## src/rtl/sample_chain_sequencer_pkg.sv

```systemverilog
// ---------------------------------------------------------------------------
// seq_pkg
// Shared definitions for the sample chain sequencer:
//   seq_state_t  - sequencer FSM state, 2-bit encoding
//   DEF_*        - default parameter values used by the top level
//   sat_add      - saturating add of a small increment (0..3) to a counter
// ---------------------------------------------------------------------------
package seq_pkg;

    typedef enum logic [1:0] {
        IDLE      = 2'd0,
        CONV_EN   = 2'd1,
        CONV_WAIT = 2'd2,
        LAG_EN    = 2'd3
    } seq_state_t;

    localparam int DEF_SYNC_STAGES    = 2;
    localparam int DEF_CONV_EN_CYCLES = 2;
    localparam int DEF_TIMEOUT_CYCLES = 64;
    localparam int DEF_LAG_EN_CYCLES  = 1;
    localparam int DEF_CNT_W          = 16;

    // Adds inc to value and clamps at max_val. Evaluated one bit wider so
    // a counter already at the top cannot wrap before the clamp.
    function automatic logic [31:0] sat_add(input logic [31:0] value,
                                            input logic [1:0]  inc,
                                            input logic [31:0] max_val);
        logic [32:0] sum;
        sum = {1'b0, value} + 33'(inc);
        if (sum > {1'b0, max_val})
            return max_val;
        return sum[31:0];
    endfunction

endpackage

```

## src/rtl/sample_tick_sync.sv

```systemverilog
// ---------------------------------------------------------------------------
// sample_tick_sync
// Brings an asynchronous sample clock into the clk domain as data and turns
// each rising edge into a single-cycle registered tick.
//   clk         in   destination clock, rising edge
//   rst         in   synchronous active-high reset
//   sample_clk  in   asynchronous sample clock (treated as data)
//   tick        out  one-cycle pulse, SYNC_STAGES+1..+2 cycles after an edge
// SYNC_STAGES must be at least 2.
// ---------------------------------------------------------------------------
module sample_tick_sync #(
    parameter int SYNC_STAGES = 2
) (
    input  logic clk,
    input  logic rst,
    input  logic sample_clk,
    output logic tick
);

    logic [SYNC_STAGES-1:0] sync_pipe;
    logic                   prev;
    logic                   synced;

    assign synced = sync_pipe[SYNC_STAGES-1];

    always_ff @(posedge clk) begin
        if (rst) begin
            sync_pipe <= '0;
            prev      <= 1'b0;
            tick      <= 1'b0;
        end else begin
            sync_pipe <= {sync_pipe[SYNC_STAGES-2:0], sample_clk};
            prev      <= synced;
            tick      <= synced & ~prev;
        end
    end

endmodule

```

## src/rtl/sample_chain_sequencer.sv

```systemverilog
// ---------------------------------------------------------------------------
// sample_chain_sequencer
// Sequences one sample through sig16b_to_double and lag_generator: on each
// sample tick pulse conv_enable, wait (bounded) for conv_ready, then pulse
// lag_enable. Counts completed samples and dropped events.
//   clk_operation  in   system clock
//   rst            in   synchronous active-high reset
//   clk_samplying  in   asynchronous sample clock, used as data
//   run            in   gate for new ticks; in-flight sequences complete
//   conv_ready     in   ready from the converter (only honoured in CONV_WAIT)
//   conv_enable    out  converter enable, CONV_EN_CYCLES wide
//   lag_enable     out  lag generator enable, LAG_EN_CYCLES wide
//   busy           out  sequence in flight
//   overrun_err    out  sticky: tick arrived while busy
//   timeout_err    out  sticky: ready did not arrive in time
//   clear_err      in   clears sticky flags (a simultaneous set wins)
//   sample_count   out  completed sequences, wrapping
//   drop_count     out  overrun + timeout events, saturating
// CNT_W must not exceed 32.
// ---------------------------------------------------------------------------
module sample_chain_sequencer
    import seq_pkg::*;
#(
    parameter int SYNC_STAGES    = DEF_SYNC_STAGES,
    parameter int CONV_EN_CYCLES = DEF_CONV_EN_CYCLES,
    parameter int TIMEOUT_CYCLES = DEF_TIMEOUT_CYCLES,
    parameter int LAG_EN_CYCLES  = DEF_LAG_EN_CYCLES,
    parameter int CNT_W          = DEF_CNT_W
) (
    input  logic             clk_operation,
    input  logic             rst,
    input  logic             clk_samplying,
    input  logic             run,
    input  logic             conv_ready,
    output logic             conv_enable,
    output logic             lag_enable,
    output logic             busy,
    output logic             overrun_err,
    output logic             timeout_err,
    input  logic             clear_err,
    output logic [CNT_W-1:0] sample_count,
    output logic [CNT_W-1:0] drop_count
);

    // One down-counter is shared by all timed states, sized for the longest.
    localparam int CMAX_A = (CONV_EN_CYCLES > LAG_EN_CYCLES) ? CONV_EN_CYCLES : LAG_EN_CYCLES;
    localparam int CMAX   = (TIMEOUT_CYCLES > CMAX_A) ? TIMEOUT_CYCLES : CMAX_A;
    localparam int CW     = $clog2(CMAX + 1);

    localparam logic [CNT_W-1:0] DROP_MAX = '1;

    seq_state_t    state, state_nxt;
    logic [CW-1:0] cnt, cnt_nxt;
    logic          tick;
    logic          timeout_evt;
    logic          done_evt;
    logic          overrun_evt;
    logic [1:0]    drop_inc;

    sample_tick_sync #(
        .SYNC_STAGES (SYNC_STAGES)
    ) u_tick_sync (
        .clk        (clk_operation),
        .rst        (rst),
        .sample_clk (clk_samplying),
        .tick       (tick)
    );

    // A tick is only accepted from IDLE; any tick seen elsewhere is an
    // overrun, whatever run says, since it can never be serviced.
    assign overrun_evt = tick & (state != IDLE);
    assign drop_inc    = {1'b0, timeout_evt} + {1'b0, overrun_evt};

    always_comb begin
        state_nxt   = state;
        cnt_nxt     = cnt;
        timeout_evt = 1'b0;
        done_evt    = 1'b0;
        case (state)
            IDLE: begin
                if (tick && run) begin
                    state_nxt = CONV_EN;
                    cnt_nxt   = CW'(CONV_EN_CYCLES);
                end
            end
            CONV_EN: begin
                // conv_ready is deliberately ignored here so a ready left
                // over from the previous sample cannot short-circuit the wait.
                if (cnt == CW'(1)) begin
                    state_nxt = CONV_WAIT;
                    cnt_nxt   = CW'(TIMEOUT_CYCLES);
                end else begin
                    cnt_nxt = cnt - CW'(1);
                end
            end
            CONV_WAIT: begin
                if (conv_ready) begin
                    state_nxt = LAG_EN;
                    cnt_nxt   = CW'(LAG_EN_CYCLES);
                end else if (cnt == CW'(1)) begin
                    state_nxt   = IDLE;
                    cnt_nxt     = '0;
                    timeout_evt = 1'b1;
                end else begin
                    cnt_nxt = cnt - CW'(1);
                end
            end
            LAG_EN: begin
                if (cnt == CW'(1)) begin
                    state_nxt = IDLE;
                    cnt_nxt   = '0;
                    done_evt  = 1'b1;
                end else begin
                    cnt_nxt = cnt - CW'(1);
                end
            end
            default: begin
                state_nxt = IDLE;
                cnt_nxt   = '0;
            end
        endcase
    end

    always_ff @(posedge clk_operation) begin
        if (rst) begin
            state <= IDLE;
            cnt   <= '0;
        end else begin
            state <= state_nxt;
            cnt   <= cnt_nxt;
        end
    end

    // Outputs come straight from flops, decoded from the next state, so they
    // are glitch-free and line up exactly with the state they describe.
    always_ff @(posedge clk_operation) begin
        if (rst) begin
            conv_enable <= 1'b0;
            lag_enable  <= 1'b0;
            busy        <= 1'b0;
        end else begin
            conv_enable <= (state_nxt == CONV_EN);
            lag_enable  <= (state_nxt == LAG_EN);
            busy        <= (state_nxt != IDLE);
        end
    end

    // Sticky flags: a set event in the same cycle as clear_err wins.
    always_ff @(posedge clk_operation) begin
        if (rst) begin
            overrun_err <= 1'b0;
            timeout_err <= 1'b0;
        end else begin
            if (overrun_evt)    overrun_err <= 1'b1;
            else if (clear_err) overrun_err <= 1'b0;
            if (timeout_evt)    timeout_err <= 1'b1;
            else if (clear_err) timeout_err <= 1'b0;
        end
    end

    always_ff @(posedge clk_operation) begin
        if (rst) begin
            sample_count <= '0;
            drop_count   <= '0;
        end else begin
            if (done_evt)
                sample_count <= sample_count + CNT_W'(1);
            if (drop_inc != 2'd0)
                drop_count <= CNT_W'(sat_add(32'(drop_count), drop_inc, 32'(DROP_MAX)));
        end
    end

endmodule

```

## config.mk

```make
export PLATFORM = sky130hd
export DESIGN_NAME = sample_chain_sequencer
export DESIGN_NICKNAME = d
export VERILOG_FILES = /design/src/rtl/sample_chain_sequencer_pkg.sv /design/src/rtl/sample_tick_sync.sv /design/src/rtl/sample_chain_sequencer.sv
export SDC_FILE = /design/constraint.sdc
export NUM_CORES = 1
export LEC_CHECK = 0
export CAP_MARGIN = 30
export CORE_MARGIN = 4
export CORE_UTILIZATION = 54
export CTS_BUF_LIST = sky130_fd_sc_hd__clkbuf_4
export DETAILED_ROUTE_END_ITERATION = 6
export PLACE_DENSITY = 0.83
export SLEW_MARGIN = 0
export SYNTH_ARGS = -nofsm -noshare
export SYNTH_HDL_FRONTEND = slang
export SYNTH_SLANG_ARGS = --single-unit
```

## constraint.sdc

```tcl
create_clock -name clk_operation -period 4 [get_ports clk_operation]
set_clock_uncertainty 0.2 [all_clocks]
set_input_delay 0.8 -clock clk_operation [delete_from_list [all_inputs] [get_ports clk_operation]]
set_output_delay 0.8 -clock clk_operation [all_outputs]
set_load 0.02 [all_outputs]
```

==> results.txt <==
outcome - finished, final reports clean
worst-path fanout max - 10
grt ovf - 0
r2r worst-path depth - 10
commonest register cell after synthesis - dfxtp_1
pwr dens - 269 nW/um^2
Ports - 43
H-tree depth - 2
CTS buffer count - 5
Max Used Layer - met4
Die X - 73.9 um
setup repair bufs after CTS - 0
met2 wire len - 2450 um
number of synthesized register bits - 50
sequential element share of the synthesized area - 42.6%
Max-slew headroom - 51.8%
Total Power - 778 uW
die area - 5470 um^2
fmax - 277 MHz
reg2reg setup slack - 0.44 ns
post-synth top area cell - dfxtp_1
Post-synth EDFFs - 0
nets - 333
Slowest cell on crit path - clkdlybuf4s50_1
drt first pass iters - 4
Post-synth top cells - dfxtp_1, nor2_1, a21oi_1, o21ai_0, nand2_1
Reg clk slew, reported paths - 0.13 ns
Critical Path Sink Type - register
Req. time, crit path - 4.07 ns
HPWL after DPL - 3750 um
routed wire length on met3 - 258 um
first-pass GRT wire length - 8640 um
CTS tree - built
count leader, synth - dfxtp_1
asr flop ratio synth - 0%
hold path endpoint - u_tick_sync.tick$_SDFF_PP0_
Pint - 589 uW
WL/cell - 13.7 um
worst-path cell chain - clkdlybuf4s50_1 -> nand2b_1 -> or3_1 -> ha_1 -> ha_1 -> fa_1 -> nand3b_1 -> nor3_1 -> nand2_1 -> a211oi_1
clock buffer depth - 2
maximum VDD drop - 0.000238 V
Final min period - 3.61 ns
Yosys warning count - 0
switching power - 189 uW
pins over their slew limit - 0
antenna viol nets, final - 0
Worst Hold Class - register to register
Leak - 1.00 nW
RR Startpoint - cnt[2]$_SDFFE_PP0P_
Area growth syn-to-layout - 23.1%
Critical Path Start - conv_ready
# fillers - 327
Via density - 5.76
fin crit share - 90.3%
hold-fix buffers at CTS - 0
largest cells by area after synthesis - dfxtp_1, xnor2_1, a21oi_1, nor2_1, ha_1
clk sink count - 50
final WL - 5080 um
synthesized area per cell - 8.54 um^2
Synth cell types - 40
Placeable Area - 4120 um^2
placed insts - 362
Most common cell on crit path - ha_1
arrival time worst endpoint - 3.68 ns
Setup Viol. Count Final - 0
residual DRC count - 0
Root Driver - clkbuf_4
Flop pwr share - 65.4%
initial antenna violation count - 0
worst-margin pin slew - 0.718 ns
clock power share - 28.3%
M1 wire length - 2340 um
hold path cells - 1
largest net degree at the start of global routing - 30
first-iteration detailed-routing DRC count - 144
Worst Setup Start Kind - primary input
fin cells - 370
final hold slack - 0.194 ns
proportion of layout cells with a drive suffix above 1 - 4.69%
WS Path Type - primary input to register
TNS Setup - 0 ns
Gate power share - 6.3%
antenna cells - 0
Die Y - 73.9 um
synthesized instance count - 275
RSZ-0062 raised after global routing - no
post-synth top area share - 42.6%
max cap viols - 0
CP peak stage delay - 0.44 ns
vias in the first global route - 1,951
Synth Cell Area - 2350 um^2
clk_lat worst skew - 0.36 ns
Initial Util - 57.0%
via count - 2,132
PortBufs - 42
Hold Fails Final Rpt - 0
net count after synthesis - 289
r2r endpoint - drop_count[13]$_SDFFE_PP0P_
Net Sw Frac - 24.3%
aggregate global-route resource usage - 19.8%
hold_sp - u_tick_sync.prev$_SDFF_PP0_
Placement Rows - 23
gpl congestion - 0.871
-- worst max path at each step --
stage | to | slack [ns] | cells past startpoint
6_report | drop_count[13]$_SDFFE_PP0P_ | 0.39 | 10
4_1_cts | drop_count[13]$_SDFFE_PP0P_ | 0.40 | 10
3_3_place_gp | drop_count[13]$_SDFFE_PP0P_ | 0.22 | 10
3_5_place_dp | drop_count[13]$_SDFFE_PP0P_ | 0.09 | 10
2_1_floorplan | drop_count[14]$_SDFFE_PP0P_ | 0.70 | 10
5_1_grt | drop_count[13]$_SDFFE_PP0P_ | 0.12 | 10
-- state kept, by name (all words and copies together), names as in the netlist --
signal,cells
u_tick_sync.sync_pipe,2
busy,1
lag_enable,1
timeout_err,1
state,2
u_tick_sync.prev,1
conv_enable,1
drop_count,16
cnt,7
u_tick_sync.tick,1
sample_count,16
overrun_err,1
-- cell usage in the layout (no fill, tap or decap), drive strengths merged, types with 4 or more instances in the layout --
cell type / count
a211oi: 4
nand2: 14
or4: 4
nor2: 24
nor3: 11
inv: 13
or3: 10
nand2b: 6
dfxtp: 50
xnor2: 13
o21ai: 15
nor4: 11
clkdlybuf4s50: 42
nor2b: 7
a31oi: 5
ha: 7
nand3: 10
clkbuf: 5
buf: 6
a21oi: 22
nand4: 7
-- layout make-up --
| type | count | area (um^2) | area share, % |
|---|---|---|---|
| clock inverter | 3 | 16.3 | 0.563 |
| inverter | 13 | 48.8 | 1.69 |
| clock buffer | 5 | 37.5 | 1.30 |
| multi-input combinational | 201 | 1260 | 43.5 |
| timing repair buffer | 48 | 465 | 16.1 |
| tap | 50 | 62.6 | 2.16 |
| sequential | 50 | 1000 | 34.6 |
-- metrics by stage --
stage | setup slack (ns) | utilization [%] | instance area (um^2)
after floorplan | 0.704 | - | 2350
after global placement | 0.221 | 68.8 | 2830
after detailed placement | 0.0913 | 68.8 | 2830
after CTS | 0.396 | 70.1 | 2880
after global routing | 0.118 | 70.2 | 2890
final | 0.389 | 70.2 | 2890
-- metal layers --
metal	global-route usage (%)	vias to the layer above
met5	0	-
met4	6.24	0
met3	4.19	2
met2	32.9	61
met1	25.9	985
li1	-	1084
-- logic make-up after synthesis --
family	synth area share, %
adders and majority gates	4.58
muxes	1.33
buffers and inverters	4.00
AOI/OAI and AO/OA	15.3
and+or+nand+nor	26.2
DFF	42.6
xor gates and xnor gates	5.97
-- critical path, delay by kind of cell --
family,cells,cell delay [ns]
AOI/OAI and AO/OA,1,0.30
and+or+nand+nor,5,1.42
buffers and inverters,1,0.44
adders and majority gates,3,0.71
-- power by group through the flow --
stage | sequential (mW) | clock, mW | combinational [mW]
floorplan | 0.518 | 0 | 0.0340
global placement | 0.519 | 0 | 0.0464
detailed placement | 0.519 | 0 | 0.0471
CTS | 0.509 | 0.230 | 0.0474
global route | 0.510 | 0.246 | 0.0546
finish | 0.509 | 0.220 | 0.0486
-- timing repair --
item / in CTS / in global routing
hold endpoints to repair: 0 / 0
endpoints found under the setup margin: 0 / 1
gates resized for setup: 0 / 1
Power figures use the tool's default switching activity.
